===== config.mk =====
export PLATFORM = sky130hd
export DESIGN_NAME = uart_tx_ctrl
export DESIGN_NICKNAME = d
export VERILOG_FILES = /design/src/rtl/uart_tx_ctrl.sv
export SDC_FILE = /design/constraint.sdc
export NUM_CORES = 1
export LEC_CHECK = 0
export CAP_MARGIN = 20
export CORE_MARGIN = 5
export CORE_UTILIZATION = 55
export DETAILED_ROUTE_END_ITERATION = 8
export DONT_BUFFER_PORTS = 1
export HOLD_SLACK_MARGIN = 0.1
export PLACE_DENSITY = 0.7
export SKIP_LAST_GASP = 1
export SYNTH_ARGS = -nofsm -noshare
export SYNTH_HDL_FRONTEND = slang
export SYNTH_SLANG_ARGS = --single-unit

===== constraint.sdc =====
create_clock -name clk -period 2.4 [get_ports clk]
set_input_delay 0 -clock clk [delete_from_list [all_inputs] [get_ports clk]]
set_output_delay 0 -clock clk [all_outputs]
set_load 0.005 [all_outputs]

===== src/rtl/uart_tx_ctrl.sv =====
`default_nettype none
// ============================================================================
// Module   : uart_tx_ctrl
// Purpose  : UART transmit frame controller in front of the TX serializer.
// Revision : 1.0
// ============================================================================
module uart_tx_ctrl #(
  parameter int STOP_BITS = 1
) (
  input  logic       clk,
  input  logic       rst,
  input  logic [7:0] data_in,
  input  logic       data_valid,
  input  logic       parity_en,
  input  logic       parity_type,
  output logic       data_ready,
  output logic [7:0] ser_data,
  output logic       ser_en,
  input  logic       ser_done,
  input  logic       ser_bit,
  output logic       tx_out,
  output logic       busy,
  output logic       sync_err
);

  typedef enum logic [2:0] {
    S_IDLE   = 3'd0,
    S_START  = 3'd1,
    S_DATA   = 3'd2,
    S_PARITY = 3'd3,
    S_STOP   = 3'd4
  } state_t;

  // Any value other than 2 falls back to a single stop bit.
  localparam logic c_LAST_STOP = (STOP_BITS == 2) ? 1'b1 : 1'b0;

  state_t     r_state;
  logic [7:0] r_hold;
  logic [2:0] r_bit_cnt;
  logic       r_stop_cnt;
  logic       r_par;
  logic       r_pen;
  logic       r_sync_err;

  logic       w_last_stop;
  logic       w_ready;
  logic       w_accept;
  logic       w_bit_last;
  logic       w_sync_miss;

  assign w_last_stop = (r_state == S_STOP) && (r_stop_cnt == c_LAST_STOP);
  assign w_ready     = (r_state == S_IDLE) || w_last_stop;
  assign w_accept    = data_valid && w_ready;
  assign w_bit_last  = (r_bit_cnt == 3'd7);
  // The serializer must flag done on the 8th shift cycle and on no other.
  assign w_sync_miss = (ser_done != w_bit_last);

  always_ff @(posedge clk) begin
    if (!rst) begin
      r_state    <= S_IDLE;
      r_hold     <= 8'h00;
      r_bit_cnt  <= 3'd0;
      r_stop_cnt <= 1'b0;
      r_par      <= 1'b0;
      r_pen      <= 1'b0;
      r_sync_err <= 1'b0;
    end else begin
      if (w_accept) begin
        r_hold <= data_in;
        r_par  <= (^data_in) ^ parity_type;
        r_pen  <= parity_en;
      end
      case (r_state)
        S_IDLE: begin
          if (w_accept) r_state <= S_START;
        end
        S_START: begin
          r_bit_cnt <= 3'd0;
          r_state   <= S_DATA;
        end
        S_DATA: begin
          r_bit_cnt <= r_bit_cnt + 3'd1;
          if (w_sync_miss) r_sync_err <= 1'b1;
          if (w_bit_last) begin
            r_stop_cnt <= 1'b0;
            r_state    <= r_pen ? S_PARITY : S_STOP;
          end
        end
        S_PARITY: begin
          r_stop_cnt <= 1'b0;
          r_state    <= S_STOP;
        end
        S_STOP: begin
          if (w_last_stop) begin
            r_state <= w_accept ? S_START : S_IDLE;
          end else begin
            r_stop_cnt <= r_stop_cnt + 1'b1;
          end
        end
        default: r_state <= S_IDLE;
      endcase
    end
  end

  always_comb begin
    tx_out = 1'b1;
    case (r_state)
      S_START:  tx_out = 1'b0;
      S_DATA:   tx_out = ser_bit;
      S_PARITY: tx_out = r_par;
      default:  tx_out = 1'b1;
    endcase
  end

  assign data_ready = w_ready;
  assign busy       = (r_state != S_IDLE);
  assign ser_en     = (r_state == S_DATA);
  assign ser_data   = r_hold;
  assign sync_err   = r_sync_err;

endmodule
`default_nettype wire

* Word level (Yosys, flattened, before mapping)
Index checks and enable logic that the tools add are counted.
Word-level totals: register bits 18, output and inout port bits 13, input bits 15, logic and storage cells 43
Operators by class: eq/ne operators 10, reductions and logical operators 11, add/sub/neg operators 2, multiplexer cells 11, bitwise operators 2
Operators by type and width (count):
- $pmux W3 S5 | 1
- $mux W3 | 4
- $reduce_xor A8 Y1 | 1
- $eq A3 B2 Y1 const B | 2
- $eq A3 B3 Y1 const B | 2
- $ne A2 B2 Y1 const B | 3
- $pmux W1 S3 | 2
- $pmux W3 S2 | 1
- $reduce_and A3 Y1 | 2
- $reduce_bool A3 Y1 | 2
- $add A3 B1 Y3 const B | 1
- $eq A3 B1 Y1 const B | 1
- $logic_not A3 Y1 | 1
- $mux W1 | 3
- $logic_and A1 B1 Y1 | 2
- $ne A2 B1 Y1 const B | 1
- $reduce_and A2 Y1 | 1
- $reduce_bool A2 Y1 | 1
- $add A1 B1 Y1 const B | 1
- $logic_or A1 B1 Y1 | 1
- $ne A1 B1 Y1 | 1
- $not A1 Y1 | 1
- $xor A1 B1 Y1 | 1

* Logic depth before layout (Yosys ltp)
Gate-level depths: netlist of the first run.
word-level depth 7, mapped depth 6, gate-level depth less buffers 6

* Worst setup path after synthesis of the first run
No wires, ideal clock.
path kind register to register, from reg r_state[1], to reg r_par, stages on the path, launching flop included 6, clock period less this slack 1.306 ns, library setup time 0.122 ns, path slack 1.094 ns, required time 2.278 ns, path buffers 2, arrival 1.184 ns, cell sequence dfxtp_1 buf_2 a211oi_2 nand2_1 buf_6 a311o_1
Between the ends: cells in the longest elaborated chain, start to end 4, elaborated cells on any way between the ends 5, those cells by class eq/ne: 1; reduce/logical: 4
Ends and longest elaborated chain:
- start: declaration | RTL line 37 | state_t r_state;
- start signal: assignment | RTL line 86 | r_state <= r_pen ? S_PARITY : S_STOP;
- start signal: assignment | RTL line 95 | r_state <= w_accept ? S_START : S_IDLE;
- $eq A3 B3 Y1 | RTL line 51 | assign w_last_stop = (r_state == S_STOP) && (r_stop_cnt == c_LAST_STOP);
- $logic_and A1 B1 Y1 | RTL line 51
- $logic_or A1 B1 Y1 * | RTL line 52 | assign w_ready = (r_state == S_IDLE) || w_last_stop;
- $logic_and A1 B1 Y1 * | RTL line 53 | assign w_accept = data_valid && w_ready;
- end signal: assignment | RTL line 70 | r_par <= (^data_in) ^ parity_type;
- end: declaration | RTL line 41 | logic r_par;
Every way passes the cells marked *; elsewhere a longest branch is shown, timed or not. A chain may end at the register's enable or synchronous reset.

* Final worst setup path of the first run
from reg r_state[1], to reg r_hold[7], in the netlist ser_data[7]
Between the ends: cells in the longest elaborated chain, start to end 4, elaborated cells on any way between the ends 5, those cells by class eq/ne: 1; reduce/logical: 4
Ends and longest elaborated chain:
- $eq A3 B3 Y1 | RTL line 51
- $logic_and A1 B1 Y1 | RTL line 51
- $logic_or A1 B1 Y1 * | RTL line 52
- $logic_and A1 B1 Y1 * | RTL line 53
- end signal: assignment | RTL line 69 | r_hold <= data_in;
- end: declaration | RTL line 38 | logic [7:0] r_hold;
Marks and branches as above.

==> summary.txt, run 1 <==
================================================================================
Dpl ws                                                                  0.704 ns
Final worst clock skew                                                0.00919 ns
Routed wire length                                                       2510 um
1st-pass router iterations                                                     5
Worst-margin pin slew                                                   0.632 ns
Total Routing Usage GR                                                     19.9%
Cell types with the largest area share after synthesis              sky130_fd_sc_hd__dfxtp_1 (37%), sky130_fd_sc_hd__a21boi_1 (9.2%), sky130_fd_sc_hd__nand2_1 (6.9%)
Maximum vdd ir drop                                                     0.715 mV
First-pass GRT wire length                                               3950 um
Port Buf Inserts                                                               0
Power consumption                                                        1.19 mW
Final period util                                                          79.3%
Count of unresolved DRC violations after routing                               0
Clock-pin slew on the worst setup and hold paths                         0.11 ns
Result of the run                                                   finished clean
Largest buffer count on any clock path                                         2
Largest net degree at the start of global routing                             20
Fin crit period                                                          1.90 ns
Element type at the critical path start                                     flop
Most used flip-flop cell after synthesis                            sky130_fd_sc_hd__dfxtp_1
Min-Delay Path Class                                                      in2reg
Reg2Reg Launch Point                                                  r_state[1]
Final non-filler cell area                                             1220 um^2
Number of nets still failing antenna checks after routing                      0
Area of the die                                                        2710 um^2
Number of flip-flops and latches in the synthesized netlist                   18
Clock tree sinks                                                              18
Horizontal extent of the die                                             52.1 um
Clock tree from TritonCTS                                                    yes
Cell taking the most area after synthesis                           sky130_fd_sc_hd__dfxtp_1
Count of nets after finishing                                                152
Max-slew headroom                                                          57.8%
Post-Synthesis Net Count                                                     133
Crit-path max FO                                                              18
Category of the critical setup timing path                               reg2reg
Std-Cell Core Area                                                     1710 um^2
Master cell of the clock root buffer                                sky130_fd_sc_hd__clkbuf_4
Crit. Startpoint                                                      r_state[1]
Final HPWL from detailed placement                                       1440 um
Placed instance area                                                    963 um^2
Die height                                                               52.1 um
Number of cell rows                                                           15
Layout cell share with drive strength beyond 1                             5.97%
Synthesis-to-layout area growth                                            25.2%
Starting DRC count in detailed routing                                        15
Number of max-capacitance violations reported                                  0
Hold Violations, Final                                                         0
Later-pin clock latency in the skew report                               0.29 ns
EDFF count, synth                                                              0
Per-cell via count in the routed design                                     5.69
Clock buffers created by TritonCTS                                             3
Setup TNS after final layout                                                0 ns
Average size of a mapped cell                                          8.40 um^2
Setup repair after global routing missed its margin                           no
Mean routed wirelength per cell                                          15.8 um
Deepest level of the CTS H-tree                                                1
Arrival time at the worst endpoint                                       2.12 ns
Leak                                                                    0.455 nW
Total via count after detailed routing                                       904
Sum of overflow across all layers after global routing                         0
Fraction of synthesized cell area taken by the top area cell type          37.0%
Worst hold path startpoint                                            data_in[3]
Via count of the first global-routing pass                                   884
Buffers inserted during post-CTS setup optimization                            0
Antenna violations before repair                                               0
Most numerous cell types in the synthesized netlist                 sky130_fd_sc_hd__dfxtp_1 (18), sky130_fd_sc_hd__nand2_1 (18), sky130_fd_sc_hd__a21boi_1 (12)
Power per unit of standard cell area                                 972 nW/um^2
Worst Path Required                                                      2.62 ns
CTS Hold Bufs                                                                 22
Share of async-settable or async-resettable flops after synthesis             0%
Synth warn                                                                     0
Post-synthesis sequential area ratio                                       37.0%
Maximum achievable frequency                                             526 MHz
Unique cell type count in the Yosys netlist                                   32
Total setup violations reported at the end of the flow                         0
Endpoint class of the critical path                                         flop
Number of resized instances in the post-cts repair step                        0
Netlist area before placement                                           975 um^2
Setup WS post-layout                                                    0.498 ns
Worst hold-check slack                                                  0.144 ns
Number of top-level pins                                                      28
Initial core utilization                                                   57.1%
Diodes inserted                                                                0
Final count of pins violating max slew                                         0
Final Wtd Congestion                                                       0.867
Gate count of the mapped netlist                                             116
================================================================================
[cells in the final DEF (no fill, tap or decap), types with 2 or more instances in the layout]
| cell type | count |
|---|---|
| sky130_fd_sc_hd__nand3_1 | 11 |
| sky130_fd_sc_hd__nand2_1 | 18 |
| sky130_fd_sc_hd__dlygate4sd3_1 | 22 |
| sky130_fd_sc_hd__nor3_1 | 3 |
| sky130_fd_sc_hd__a21boi_1 | 12 |
| sky130_fd_sc_hd__nand2b_1 | 3 |
| sky130_fd_sc_hd__ha_1 | 2 |
| sky130_fd_sc_hd__xor2_1 | 2 |
| sky130_fd_sc_hd__xnor2_1 | 4 |
| sky130_fd_sc_hd__a21oi_1 | 6 |
| sky130_fd_sc_hd__o21ai_0 | 3 |
| sky130_fd_sc_hd__dfxtp_1 | 18 |
| sky130_fd_sc_hd__mux2i_1 | 2 |
| sky130_fd_sc_hd__a22o_1 | 2 |
| sky130_fd_sc_hd__nor2_1 | 4 |
| sky130_fd_sc_hd__clkbuf_4 | 3 |
| sky130_fd_sc_hd__nor2b_1 | 3 |
[power by group]
part           total (mW)  internal [mW]  switching (mW)
logic               0.508          0.251           0.257
clock network       0.188         0.0924          0.0952
registers           0.490          0.364           0.126
[sequential cells by signal, indices dropped and copies added (netlist names)]
signal      flops
r_state         3
r_bit_cnt       3
ser_data        8
r_par           1
r_stop_cnt      1
r_pen           1
sync_err        1
[final timing paths]
check / endpoint / slack (ns) / cells after the start
worst max-delay path: ser_data[7] / 0.50 / 5
worst min-delay path: r_par / 0.14 / 3
worst max register to register: ser_data[7] / 0.50 / 5
worst min register to register: ser_data[4] / 0.48 / 2
[critical path, stage by stage, from the launching register on]
cell	delay [ns]
sky130_fd_sc_hd__dfxtp_1	0.53
sky130_fd_sc_hd__a211oi_2	0.28
sky130_fd_sc_hd__buf_4	0.22
sky130_fd_sc_hd__nand3_1	0.08
sky130_fd_sc_hd__dlygate4sd3_1	0.56
sky130_fd_sc_hd__a21boi_1	0.15
[metal layers]
layer  track usage, %  vias up  wire, um  part of all wire, %
met3             5.44        6       163                  6.5
met5                0        -         0                    0
li1                 -      442         -                    -
met1             22.3      431      1050                   42
met2             34.1       25      1250                   50
met4             9.61        0        38                  1.5
[area by class of cell]
class                      instances  area [um^2]
inverter                           2         7.51
sequential                        18          360
timing repair buffer              23          228
tap                               25         31.3
clock buffer                       4         36.3
fill                             127          488
multi-input combinational         87          557
[metrics by stage]
step,utilization (%),instances
floorplan,-,116
detailed placement,56.4,133
CTS,71.4,159
global placement,56.4,133
global route,71.4,159
finish,71.4,159
[logic make-up after synthesis]
logic type / Yosys count / synth area share [%]
compound gates: 29 / 21.1
xor+xnor: 7 / 7.70
fa+ha+maj: 2 / 2.57
flops: 18 / 37.0
simple gates: 46 / 22.6
buf+inv: 11 / 5.90
mux: 3 / 3.21
(Power assumes the default switching activity.)
==> run 2, diff against run 1 <==
Settings changed: ABC_AREA from default to 1, CORE_UTILIZATION 55 to 54, PLACE_DENSITY 0.7 to 0.72.
Clock period 2.4 ns to 1.5 ns, I/O delays scaled along.
==> summary.txt, run 2 <==
================================================================================
Most numerous cell types in the synthesized netlist                 sky130_fd_sc_hd__nand2_1 (41), sky130_fd_sc_hd__dfxtp_1 (18), sky130_fd_sc_hd__a21oi_1 (16)
Area of the die                                                        2640 um^2
First-pass GRT wire length                                               3470 um
Unique cell type count in the Yosys netlist                                   22
Sum of overflow across all layers after global routing                         0
Port Buf Inserts                                                               0
Cell types with the largest area share after synthesis              sky130_fd_sc_hd__dfxtp_1 (39%), sky130_fd_sc_hd__nand2_1 (17%), sky130_fd_sc_hd__a21oi_1 (8.6%)
Count of unresolved DRC violations after routing                               0
Min-Delay Path Class                                                      in2reg
Deepest level of the CTS H-tree                                                1
Hold Violations, Final                                                         0
Starting DRC count in detailed routing                                        17
Die height                                                               51.4 um
Later-pin clock latency in the skew report                               0.28 ns
Total setup violations reported at the end of the flow                         0
Clock-pin slew on the worst setup and hold paths                         0.09 ns
Leak                                                                    0.505 nW
Synthesis-to-layout area growth                                            17.6%
Number of flip-flops and latches in the synthesized netlist                   18
Mean routed wirelength per cell                                          11.6 um
Final period util                                                          87.1%
Netlist area before placement                                           926 um^2
CP max-delay cell                                                   sky130_fd_sc_hd__dfxtp_1
Average size of a mapped cell                                          7.01 um^2
Crit-path max FO                                                               7
Clock buffers created by TritonCTS                                             3
Number of top-level pins                                                      28
Number of fill cells in the layout                                           161
Number of nets still failing antenna checks after routing                      0
Antenna violations before repair                                               0
Setup TNS after final layout                                                0 ns
Flip-flop count of the largest register after layout                           8
Post-Synthesis Net Count                                                     149
Gate count of the mapped netlist                                             132
Setup WS post-layout                                                    0.194 ns
Largest buffer count on any clock path                                         2
Most used cells in the layout excluding fill and tap cells          sky130_fd_sc_hd__nand2_1 (41), sky130_fd_sc_hd__dfxtp_1 (18), sky130_fd_sc_hd__a21oi_1 (16)
Diodes inserted                                                                0
Final HPWL from detailed placement                                       1450 um
Worst hold path startpoint                                            data_in[2]
Final count of pins violating max slew                                         0
Worst-margin pin slew                                                   0.325 ns
Master cell of the clock root buffer                                sky130_fd_sc_hd__clkbuf_4
Category of the critical setup timing path                               reg2out
1st-pass router iterations                                                     4
Synth warn                                                                     0
Dpl ws                                                                  0.225 ns
Total Routing Usage GR                                                     17.1%
Result of the run                                                   finished clean
Power per unit of standard cell area                                1450 nW/um^2
Share of async-settable or async-resettable flops after synthesis             0%
Most used flip-flop cell after synthesis                            sky130_fd_sc_hd__dfxtp_1
Reg2Reg Launch Point                                                  r_state[2]
Largest stage delay, worst path                                          0.41 ns
Final worst clock skew                                                0.00316 ns
Per-cell via count in the routed design                                     5.19
Std-Cell Core Area                                                     1670 um^2
Most common cell after layout, fill and taps aside                  sky130_fd_sc_hd__nand2_1
CP dominant cell by count                                           sky130_fd_sc_hd__inv_2
Routed wire length                                                       1910 um
Bufs and invs on worst path                                                    2
Fin crit period                                                          1.31 ns
Maximum achievable frequency                                             766 MHz
EDFF count, synth                                                              0
Clock tree sinks                                                              18
Count of nets after finishing                                                166
Number of max-capacitance violations reported                                  0
Clock tree from TritonCTS                                                    yes
Number of resized instances in the post-cts repair step                        0
Max-slew headroom                                                          78.2%
Endpoint class of the critical path                                  output port
Total via count after detailed routing                                       851
Element type at the critical path start                                     flop
Cell taking the most area after synthesis                           sky130_fd_sc_hd__dfxtp_1
Worst Path Required                                                      1.50 ns
Initial core utilization                                                   55.4%
Crit path max-delay family                                            flip-flops
Fraction of synthesized cell area taken by the top area cell type          38.9%
Post-synthesis sequential area ratio                                       38.9%
Via count of the first global-routing pass                                   877
Crit. Startpoint                                                      r_state[2]
Arrival time at the worst endpoint                                       1.31 ns
Horizontal extent of the die                                             51.4 um
Count leader, synth                                                 sky130_fd_sc_hd__nand2_1
Setup repair after global routing missed its margin                           no
Number of cell rows                                                           15
Ordered list of cells on the worst path                             inv_2, nand2_4, nor2_4, inv_2, nand2_1, o21ai_0
Final Wtd Congestion                                                       0.805
Power consumption                                                        1.58 mW
Maximum vdd ir drop                                                     0.618 mV
Largest net degree at the start of global routing                             15
Layout cell share with drive strength beyond 1                             9.52%
================================================================================
run 2: changes by cell type after synthesis, moves of 3 or more:
cell and delta:
sky130_fd_sc_hd__nand3_1 -6, sky130_fd_sc_hd__nor2b_1 -3, sky130_fd_sc_hd__a21boi_1 -12, sky130_fd_sc_hd__nand2b_1 -3
sky130_fd_sc_hd__nand2_1 +23, sky130_fd_sc_hd__clkbuf_1 -6, sky130_fd_sc_hd__o21ai_0 +7, sky130_fd_sc_hd__nor2_1 +4
sky130_fd_sc_hd__inv_1 +10, sky130_fd_sc_hd__a21oi_1 +10
run 2: area by class of cell:
| type | instances | area [um^2] | share of cell area (%) |
|---|---|---|---|
| flip-flops and latches | 18 | 360 | 33.1 |
| well taps | 17 | 21.3 | 1.95 |
| repair buffers | 13 | 130 | 12.0 |
| clock buffers | 3 | 22.5 | 2.07 |
| multi-input cells | 97 | 492 | 45.2 |
| inverters | 16 | 62.6 | 5.75 |
run 2: worst paths after layout:
path,endpoint,slack [ns],depth (start not counted)
min reg2reg,r_stop_cnt,0.47,2
min,r_par,0.11,7
max reg2reg,r_state[1],0.21,7
max,tx_out,0.19,6
run 2: metrics by stage:
stage	hold WS, ns	utilization [%]	area (um^2)	std cells
2_1_floorplan	0.108	-	926	132
5_1_grt	0.137	65.2	1090	164
3_5_place_dp	0.120	56.0	936	148
6_report	0.112	65.2	1090	164
3_3_place_gp	0.117	56.0	936	148
4_1_cts	0.105	65.2	1090	164
run 2: logic make-up after synthesis:
family	count (synthesis)	share of synthesized area, %
and+or+nand+nor	62	29.7
AOI/OAI and AO/OA	28	15.9
DFF	18	38.9
buffers and inverters	17	7.97
xor gates and xnor gates	5	4.73
adders and majority gates	2	2.70
run 2: routing by layer:
layer / wire length (um) / track usage (%)
met3: 97 / 2.62
met5: 0 / 0
met2: 934 / 31.6
met4: 40 / 9.17
met1: 838 / 18.1
run 2: repair_timing:
action / 4_1_cts / 5_1_grt
hold endpoints to repair: 18 / 0
buffers inserted: 0 / 0
hold buffers: 13 / 0
run 2: worst reg2reg max path, delay by kind of cell (launching register included):
| family | cells | cell delay (ns) |
|---|---|---|
| and+or+nand+nor | 4 | 0.62 |
| AOI/OAI and AO/OA | 1 | 0.06 |
| DFF | 1 | 0.36 |
| buffers and inverters | 2 | 0.16 |
run 2: where the power goes:
part	internal, mW	switching [mW]	leakage (nW)	total, mW
Combinational	0.233	0.426	0.343	0.659
Sequential	0.593	0.104	0.148	0.698
Clock	0.0932	0.132	0.0138	0.225
